===== src/rtl/fetch_unit_if.sv =====
// Instruction-memory fetch bus between fetch_unit (master) and the memory (slave).
// Handshake: the master holds req high with a stable addr; a beat completes on any
// rising edge where req && ready, and rdata is only meaningful on that edge.
// ready is ignored while req is low.
interface fetch_unit_if;
  logic        req;
  logic [15:0] addr;
  logic        ready;
  logic [15:0] rdata;

  modport master (output req, output addr, input ready, input rdata);
  modport slave  (input req, input addr, output ready, output rdata);
endinterface


===== src/rtl/fetch_unit.sv =====
// fetch_unit: instruction fetch stage. Owns the PC, fetches one word at a time over
// fetch_unit_if, holds it in the instruction register until downstream accepts it,
// then steps or branches the PC.
// Optional feature macro: FETCH_TIMEOUT_EN adds a fetch wait counter, a forced-NOP
// timeout and the sticky fetch_err_o port.
module fetch_unit #(
  parameter logic [15:0] RESET_PC = 16'h0000,
  parameter logic [15:0] PC_STEP  = 16'd1
`ifdef FETCH_TIMEOUT_EN
  ,
  parameter int unsigned TIMEOUT_CYC = 15
`endif
) (
  input  logic                clk,
  input  logic                rst_n,
  fetch_unit_if.master        imem,
  output logic [15:0]         instr_o,
  output logic                instr_valid_o,
  output logic [13:0]         imm_field_o,
  input  logic                stall_i,
  input  logic                branch_taken_i,
  input  logic [15:0]         branch_offset_i,
  output logic [15:0]         pc_o,
`ifdef FETCH_TIMEOUT_EN
  output logic                fetch_err_o,
`endif
  output logic [1:0]          state_o
);

  typedef enum logic [1:0] {
    S_IDLE  = 2'd0,
    S_FETCH = 2'd1,
    S_HOLD  = 2'd2
  } state_e;

  state_e      state_q, state_d;
  logic [15:0] pc_q, pc_d;
  logic [15:0] instr_q, instr_d;
  logic        fetch_done;
  logic        timeout_hit;
  logic        advance;

  // A beat only counts while we are actually requesting.
  assign fetch_done = (state_q == S_FETCH) && imem.ready;
  // Downstream accepted the held instruction; branch inputs matter only here.
  assign advance    = (state_q == S_HOLD) && !stall_i;

`ifdef FETCH_TIMEOUT_EN
  localparam logic [7:0] TIMEOUT_LAST = 8'(TIMEOUT_CYC - 1);

  logic [7:0] wait_cnt_q, wait_cnt_d;
  logic       fetch_err_q, fetch_err_d;

  // Fires on the edge that would complete the TIMEOUT_CYC-th unanswered FETCH cycle.
  assign timeout_hit = (state_q == S_FETCH) && !imem.ready && (wait_cnt_q == TIMEOUT_LAST);

  // Wait counter is zero whenever we are not in FETCH, so each FETCH entry starts fresh.
  always_comb begin
    wait_cnt_d  = 8'd0;
    fetch_err_d = fetch_err_q | timeout_hit;
    if ((state_q == S_FETCH) && !imem.ready && !timeout_hit) begin
      wait_cnt_d = wait_cnt_q + 8'd1;
    end
  end

  // Timeout bookkeeping registers; fetch_err is sticky until reset.
  always_ff @(posedge clk or negedge rst_n) begin
    if (!rst_n) begin
      wait_cnt_q  <= 8'd0;
      fetch_err_q <= 1'b0;
    end else begin
      wait_cnt_q  <= wait_cnt_d;
      fetch_err_q <= fetch_err_d;
    end
  end

  assign fetch_err_o = fetch_err_q;
`else
  assign timeout_hit = 1'b0;
`endif

  // State register.
  always_ff @(posedge clk or negedge rst_n) begin
    if (!rst_n) begin
      state_q <= S_IDLE;
    end else begin
      state_q <= state_d;
    end
  end

  // Next-state logic: IDLE is a one-cycle launch, FETCH waits for a beat, HOLD waits for !stall.
  always_comb begin
    state_d = state_q;
    case (state_q)
      S_IDLE:  state_d = S_FETCH;
      S_FETCH: if (fetch_done || timeout_hit) state_d = S_HOLD;
      S_HOLD:  if (!stall_i) state_d = S_FETCH;
      default: state_d = S_IDLE;
    endcase
  end

  // Output decode from the registered state only.
  always_comb begin
    imem.req      = 1'b0;
    instr_valid_o = 1'b0;
    case (state_q)
      S_FETCH: imem.req      = 1'b1;
      S_HOLD:  instr_valid_o = 1'b1;
      default: begin
        imem.req      = 1'b0;
        instr_valid_o = 1'b0;
      end
    endcase
  end

  // Datapath next values: capture fetched word (or NOP on timeout), step/branch PC on advance.
  // PC arithmetic is plain 16-bit and wraps modulo 2^16.
  always_comb begin
    pc_d    = pc_q;
    instr_d = instr_q;
    if (fetch_done) begin
      instr_d = imem.rdata;
    end else if (timeout_hit) begin
      instr_d = 16'h0000;
    end
    if (advance) begin
      if (branch_taken_i) begin
        pc_d = pc_q + PC_STEP + branch_offset_i;
      end else begin
        pc_d = pc_q + PC_STEP;
      end
    end
  end

  // PC and instruction registers.
  always_ff @(posedge clk or negedge rst_n) begin
    if (!rst_n) begin
      pc_q    <= RESET_PC;
      instr_q <= 16'h0000;
    end else begin
      pc_q    <= pc_d;
      instr_q <= instr_d;
    end
  end

  assign imem.addr   = pc_q;
  assign pc_o        = pc_q;
  assign instr_o     = instr_q;
  assign imm_field_o = instr_q[13:0];
  assign state_o     = state_q;

endmodule

===== src/flat_wrapper.sv =====
// flat-port wrapper written by rule: the top's interface ports become plain ports
module fetch_unit_flat 
#(
  parameter logic [15:0] RESET_PC = 16'h0000,
  parameter logic [15:0] PC_STEP  = 16'd1

)
  (clk, rst_n, instr_o, instr_valid_o, imm_field_o, stall_i, branch_taken_i, branch_offset_i, pc_o, state_o, imem_req, imem_addr, imem_ready, imem_rdata);
  fetch_unit_if imem_i ();
  input  logic clk;
  input  logic rst_n;
  output logic [15:0] instr_o;
  output logic instr_valid_o;
  output logic [13:0] imm_field_o;
  input  logic stall_i;
  input  logic branch_taken_i;
  input  logic [15:0] branch_offset_i;
  output logic [15:0] pc_o;
  output logic [1:0] state_o;
  output wire logic [$bits(imem_i.req)-1:0] imem_req;
  output wire logic [$bits(imem_i.addr)-1:0] imem_addr;
  input wire logic [$bits(imem_i.ready)-1:0] imem_ready;
  input wire logic [$bits(imem_i.rdata)-1:0] imem_rdata;
  assign imem_req = imem_i.req;
  assign imem_addr = imem_i.addr;
  assign imem_i.ready = imem_ready;
  assign imem_i.rdata = imem_rdata;
  fetch_unit #(.RESET_PC(RESET_PC), .PC_STEP(PC_STEP)) u_core (.clk(clk), .rst_n(rst_n), .imem(imem_i), .instr_o(instr_o), .instr_valid_o(instr_valid_o), .imm_field_o(imm_field_o), .stall_i(stall_i), .branch_taken_i(branch_taken_i), .branch_offset_i(branch_offset_i), .pc_o(pc_o), .state_o(state_o));
endmodule

===== config.mk =====
export PLATFORM = sky130hd
export DESIGN_NAME = fetch_unit_flat
export DESIGN_NICKNAME = d
export VERILOG_FILES = /design/src/rtl/fetch_unit_if.sv /design/src/rtl/fetch_unit.sv /design/src/flat_wrapper.sv
export SDC_FILE = /design/constraint.sdc
export NUM_CORES = 1
export LEC_CHECK = 0
export ABC_AREA = 0
export CORE_AREA = 4 4 95 97
export CTS_CLUSTER_SIZE = 28
export DETAILED_ROUTE_END_ITERATION = 10
export DIE_AREA = 0 0 99 101
export PLACE_DENSITY = 0.64
export SETUP_SLACK_MARGIN = 0.05
export SLEW_MARGIN = 20
export SYNTH_ARGS = -nofsm -noshare
export SYNTH_HDL_FRONTEND = slang
export SYNTH_SLANG_ARGS = --single-unit

===== constraint.sdc =====
create_clock -name clk -period 10.7 [get_ports clk]
set_clock_uncertainty 0.05 [all_clocks]
set_input_delay 2.14 -clock clk [delete_from_list [all_inputs] [get_ports clk]]
set_output_delay 2.14 -clock clk [all_outputs]
set_load 0.005 [all_outputs]

==> results of run 1 <==
## synth_stat cells, types with 4 or more instances
cell,count
dfrtp_1,34
buf_4,30
nor2_1,25
o21ai_0,24
ha_1,20
nand2_1,18
xor2_1,18
a21oi_1,17
mux2_2,17
clkbuf_1,9
nand3_1,8
a22oi_1,7
a21o_1,6
xnor2_1,6
and3_1,5
nor3_1,5
nor2b_1,4
## power groups by stage
stage          Sequential, mW  Combinational [mW]  Clock, mW
2_1_floorplan           0.264               0.416          0
3_3_place_gp            0.276               0.658          0
3_5_place_dp            0.281               0.669          0
4_1_cts                 0.278               0.672     0.0919
5_1_grt                 0.292               0.730     0.0965
6_report                0.278               0.664     0.0883
## cells by family (layout without fill, tap and decap cells)
family / after synthesis / in the layout / share of synthesized area (%)
compound gates: 78 / 78 / 17.5
fa+ha+maj: 21 / 21 / 9.68
simple gates: 85 / 85 / 16.9
mux: 19 / 19 / 7.62
xor+xnor: 24 / 24 / 7.53
flops: 34 / 34 / 30.5
buf+inv: 45 / 114 / 10.2
## layer usage
metal  wire length [um]  GRT usage, %  part of all wire (%)  up-vias
li1                   -             -                     -     1210
met3                407          2.28                   5.8        5
met1               3380          19.3                    48     1144
met5                  0             0                     0        -
met4                 75          4.83                   1.1        0
met2               3220          22.4                    45       83
## sequential cells by signal (all words and copies together) (netlist names)
| name | count |
|---|---|
| u_core.imem.addr | 16 |
| u_core.instr_o | 16 |
| u_core.state_o | 2 |
## metrics by stage
stage	setup WS (ns)	utilization [%]	hold slack, ns	cell area [um2]
2_1_floorplan	6.54	-	0.454	2790
3_3_place_gp	5.97	45.3	0.437	3680
3_5_place_dp	5.91	45.3	0.447	3680
4_1_cts	6.22	46.3	0.463	3760
5_1_grt	6.10	46.3	0.487	3770
6_report	6.23	46.3	0.459	3770
## cell usage in the layout, fill, tap and decap left out, drive strengths merged, types with 2 or more instances in the layout
cell,instances
clkbuf,5
o21ai,27
dfrtp,34
nand2,18
a31oi,2
nor4,3
nor3,5
a21o,6
a21oi,18
xor2,18
xnor2,6
nand3,9
ha,20
and4,2
mux2,18
nor2,25
nand3b,2
inv,3
clkinv,2
o21a,3
clkdlybuf4s50,102
nor2b,4
nand4,4
and3,5
buf,2
a211oi,3
nor4b,3
a21boi,4
a22oi,7
## layout make-up
| class | instances | share of cell area (%) |
|---|---|---|
| tap | 105 | 3.49 |
| sequential | 34 | 22.6 |
| clock buffer | 5 | 1.83 |
| multi-input combinational | 227 | 44.0 |
| clock inverter | 2 | 0.266 |
| inverter | 3 | 0.299 |
| timing repair buffer | 104 | 27.5 |
## how the worst min path moves through the flow
stage,end,slack [ns],depth (start not counted),startpoint
global route,u_core.instr_o[15]$_DFFE_PN0P_,0.49,1,u_core.instr_o[15]$_DFFE_PN0P_
CTS,u_core.instr_o[14]$_DFFE_PN0P_,0.46,1,u_core.instr_o[14]$_DFFE_PN0P_
floorplan,u_core.instr_o[14]$_DFFE_PN0P_,0.45,1,u_core.instr_o[14]$_DFFE_PN0P_
finish,u_core.instr_o[15]$_DFFE_PN0P_,0.46,1,u_core.instr_o[15]$_DFFE_PN0P_
global placement,u_core.instr_o[15]$_DFFE_PN0P_,0.44,1,u_core.instr_o[15]$_DFFE_PN0P_
detailed placement,u_core.instr_o[14]$_DFFE_PN0P_,0.45,1,u_core.instr_o[14]$_DFFE_PN0P_
==> results.toml, run 1 <==
[timing]
rsz0062_at_grt = "no"
setup_tns_ns = 0
maxSlewViolCount = 0
finalHoldViolCount = 0
worstMarginPinSlew_ns = 0.861
fmax_mhz = 224
maxSlewHeadroom_pct = 42.6
setup_viol = 0
fin_crit_sh_pct = 41.7
layout_min_cycle_time_ns = 4.47

[floorplan]
die_area_um2 = 10000
initial_core_util_pct = 34.3
die_w_um = 99
coreArea_um2 = 8130
ioPinCount = 103
die_height_um = 101
num_rows = 33

[synth]
synth_edf_count = 0
ys_seq_elements = 34
synth_seq_area_share_pct = 30.5
ys_async_sr_fraction_pct = 100
netlist_area_um2 = 2790
yosys_most_used_dff = "dfrtp_1"
synth_largest_area_cell = "dfrtp_1"
syn-num-nets = 364
yosysWarnings = 0
synth.avg_cell_area_um2 = 9.12
ys_types = 53
synth.top_cell.area_share_pct = 30.5
netlist_instances = 306
synth_area_leaders = "dfrtp_1, ha_1, buf_4"

[layout]
layout.nets = 433
multi_input_area_um2 = 1660
layout.cells.non_filler = 480
diodes = 0
area_growth_pct = 34.9
ff_latch_area_um2 = 851
fillCellCount = 811
drive_gt1_share_pct = 9.87

[drt]
routed_wl_um = 7080
drtIter0Drc = 130
dr.pass1.iters = 5
routedWlPerCell_um = 14.7
drcViolationCount = 0
via_count = 2442
ant_nets = 0
vias_per_cell = 5.09

[placement]
dp_hpwl_um = 5510
globalplace.congestion = 0.821
placed_cells = 473
portBuffers = 102

[worst_setup_path]
cp.arrival_ns = 4.64
setup.reg_to_reg.worst_slack_ns = 6.65
critical_path_cell_count = 9
r2r-end = "u_core.imem.addr[15]$_DFFE_PN0P_"
reg2regPathDepth = 14
critPathBufInv = 1
slowest_stage = "a2111oi_0"
end_kind = "flip-flop"
startpoint = "branch_offset_i[1]"
critPathKind = "in -> reg"
path_delay_family = "compound AO/OA/AOI/OAI gates"
crit_path_end = "u_core.imem.addr[15]$_DFFE_PN0P_"
cp_slowest_stage_delay_ns = 0.46
critPathLaunchType = "input port"
crit_path_max_fanout = 3
crit_chain = "clkdlybuf4s50_1 > ha_1 > a211oi_2 > nor4b_2 > o2111ai_1 > a21oi_2 > xor2_1 > a2111oi_0 > a211o_1"
r2r-start = "u_core.imem.addr[0]$_DFFE_PN0P_"
cp.required_ns = 10.87

[clock_network]
cts_tree = "built"
cts_resized = 0
cts_made_buffers = 5
post_cts_buffers = 0
clockBufferDepth = 2
hold_buffers = 0
clkTransAtPathRegs_ns = 0.07
cts_num_sinks = 34
insertion_delay_ns = 0.28
cts_root_buf = "clkbuf_8"
htree_levels = 2

[global_route]
grt_overflow = 0
grt_pass1_wl_um = 11400
grt_max_degree = 42
antenna_found_initial = 0
grt_pass1_vias = 2322
grt_usage_pct = 14.0

[pwr]
p_int_uw = 627
p_per_area_nw_per_um2 = 274
pwr-share-comb_pct = 64.4
power_frac_clock_pct = 8.6
p_seq_share_pct = 27.0
ir_drop_mv = 0.0636
leakagePower_nw = 1.58
power.net_switching_uw = 404
finalPower_mw = 1.03
p_sw_share_pct = 39.1

[worst_hold_path]
hold_class = "reg -> reg"

[job]
drv_cap = 0

[run_status]
status = "finished, final reports clean"
Note: power is estimated with default switching activity, not from simulation.
==> run 2, diff against run 1 <==
Clock period 10.7 ns to 4.2 ns, I/O delays scaled along.
==> results.toml, run 2 (synthesized netlist as in run 1, its figures left out) <==
[worst_hold_path]
whs_endpoint = "u_core.instr_o[14]$_DFFE_PN0P_"
hold_class = "reg -> reg"
hold_start = "u_core.instr_o[14]$_DFFE_PN0P_"
hold_path_depth = 1

[drt]
dr.pass1.iters = 4
ant_nets = 0
drcViolationCount = 0
routed_wl_um = 7270
vias_per_cell = 5.14
via_count = 2478
drtIter0Drc = 162
routedWlPerCell_um = 15.1

[layout]
area_growth_pct = 35.6
final_common_cell = "clkdlybuf4s50_1"
mostFrequentLayoutCells = "clkdlybuf4s50_1, dfrtp_1, nor2_1, o21ai_0, ha_1"
post-route-util_pct = 46.5
diodes = 0
drive_gt1_share_pct = 10.1
layout.nets = 434

[clock_network]
clkTransAtPathRegs_ns = 0.07
clockBufferDepth = 2
cts_tree = "built"
insertion_delay_ns = 0.29
htree_levels = 2
cts_made_buffers = 5
cts_num_sinks = 34
hold_buffers = 0
cts_root_buf = "clkbuf_8"

[timing]
setup_tns_ns = 0
worstMarginPinSlew_ns = 0.933
fin_crit_sh_pct = 90.9
fmax_mhz = 262
maxSlewViolCount = 0
timing.hold.ws_ns = 0.465
rsz0062_at_grt = "no"
finalHoldViolCount = 0
setup_viol = 0
maxSlewHeadroom_pct = 37.6
layout_min_cycle_time_ns = 3.82

[job]
drv_cap = 0

[floorplan]
die_area_um2 = 10000
die_w_um = 99
die_height_um = 101
num_rows = 33
initial_core_util_pct = 34.3
ioPinCount = 103
coreArea_um2 = 8130

[worst_setup_path]
cp.arrival_ns = 4.00
r2r-end = "u_core.imem.addr[15]$_DFFE_PN0P_"
setup.reg_to_reg.worst_slack_ns = 0.38
end_kind = "flip-flop"
critPathKind = "reg -> reg"
reg2regPathDepth = 13
critPathLaunchType = "flip-flop"
cp.required_ns = 4.38
r2r-start = "u_core.imem.addr[0]$_DFFE_PN0P_"
crit_path_max_fanout = 7

[placement]
portBuffers = 102
globalplace.congestion = 0.902
dp_hpwl_um = 5680

[pwr]
p_per_area_nw_per_um2 = 705
leakagePower_nw = 1.59
ir_drop_mv = 0.166
finalPower_mw = 2.67

[global_route]
grt_usage_pct = 14.7
grt_overflow = 0
grt_max_degree = 35
grt_pass1_vias = 2431
antenna_found_initial = 0
grt_pass1_wl_um = 12000

[run_status]
status = "finished, final reports clean"
==> run 2: worst max path at each step <==
stage | start | end | slack [ns]
global placement | u_core.imem.addr[0]$_DFFE_PN0P_ | u_core.imem.addr[15]$_DFFE_PN0P_ | 0.54
CTS | u_core.imem.addr[0]$_DFFE_PN0P_ | u_core.imem.addr[15]$_DFFE_PN0P_ | 0.37
finish | u_core.imem.addr[0]$_DFFE_PN0P_ | u_core.imem.addr[15]$_DFFE_PN0P_ | 0.38
detailed placement | u_core.imem.addr[0]$_DFFE_PN0P_ | u_core.imem.addr[15]$_DFFE_PN0P_ | 0.41
global route | u_core.imem.addr[0]$_DFFE_PN0P_ | u_core.imem.addr[15]$_DFFE_PN0P_ | 0.05
floorplan | u_core.imem.addr[0]$_DFFE_PN0P_ | u_core.imem.addr[15]$_DFFE_PN0P_ | 0.76
==> run 2: metal layers <==
| layer | vias to the layer above | part of all wire, % | track usage (%) |
|---|---|---|---|
| li1 | 1216 | - | - |
| met1 | 1164 | 47 | 19.4 |
| met2 | 88 | 46 | 24.2 |
| met3 | 10 | 6.1 | 2.63 |
| met4 | 0 | 1.4 | 4.62 |
| met5 | - | 0 | 0 |
==> run 2: per-stage QoR <==
stage	worst slack, ns	cell area [um2]	std cells
floorplan	0.756	2790	306
global placement	0.537	3690	474
detailed placement	0.415	3690	474
CTS	0.367	3780	482
global route	0.0459	3790	482
finish	0.380	3790	482
==> run 2: repair_timing <==
action / in CTS / in global routing
buffers inserted: 0 / 0
endpoints found under the setup margin: 0 / 1
gates resized for setup: 0 / 1
endpoints found under the hold margin: 0 / 0
==> run 2: cell type report <==
| class | count | area (um2) |
|---|---|---|
| sequential | 34 | 851 |
| clock inverter | 1 | 5.00 |
| timing repair buffer | 105 | 1040 |
| tap | 105 | 131 |
| clock buffer | 7 | 86.3 |
| fill | 802 | 4350 |
| inverter | 3 | 11.3 |
| multi-input combinational | 227 | 1660 |
==> run 2: critical path, stage by stage, from the launching register on <==
cell	delay, ns
dfrtp_1	0.49
ha_1	0.26
and3_1	0.26
nand3_1	0.22
nor3_1	0.37
xor2_1	0.24
ha_1	0.32
and4_1	0.24
nor2b_1	0.15
nor4b_2	0.25
a21oi_2	0.12
xor2_1	0.17
a2111oi_0	0.45
a211o_1	0.16
==> run 2: report_power, final <==
part	leakage [nW]	internal, mW	switching [mW]
Sequential	0.410	0.487	0.216
Combinational	1.13	1.00	0.711
Clock	0.0482	0.132	0.120
Total	1.59	1.62	1.05
==> run 3, diff against run 2 <==
Settings changed: SKIP_CTS_REPAIR_TIMING set to 1, SLEW_MARGIN 20 to not set.
==> results of run 3 <==
No change in the layout: final DEF, timing and power equal those of run 2.
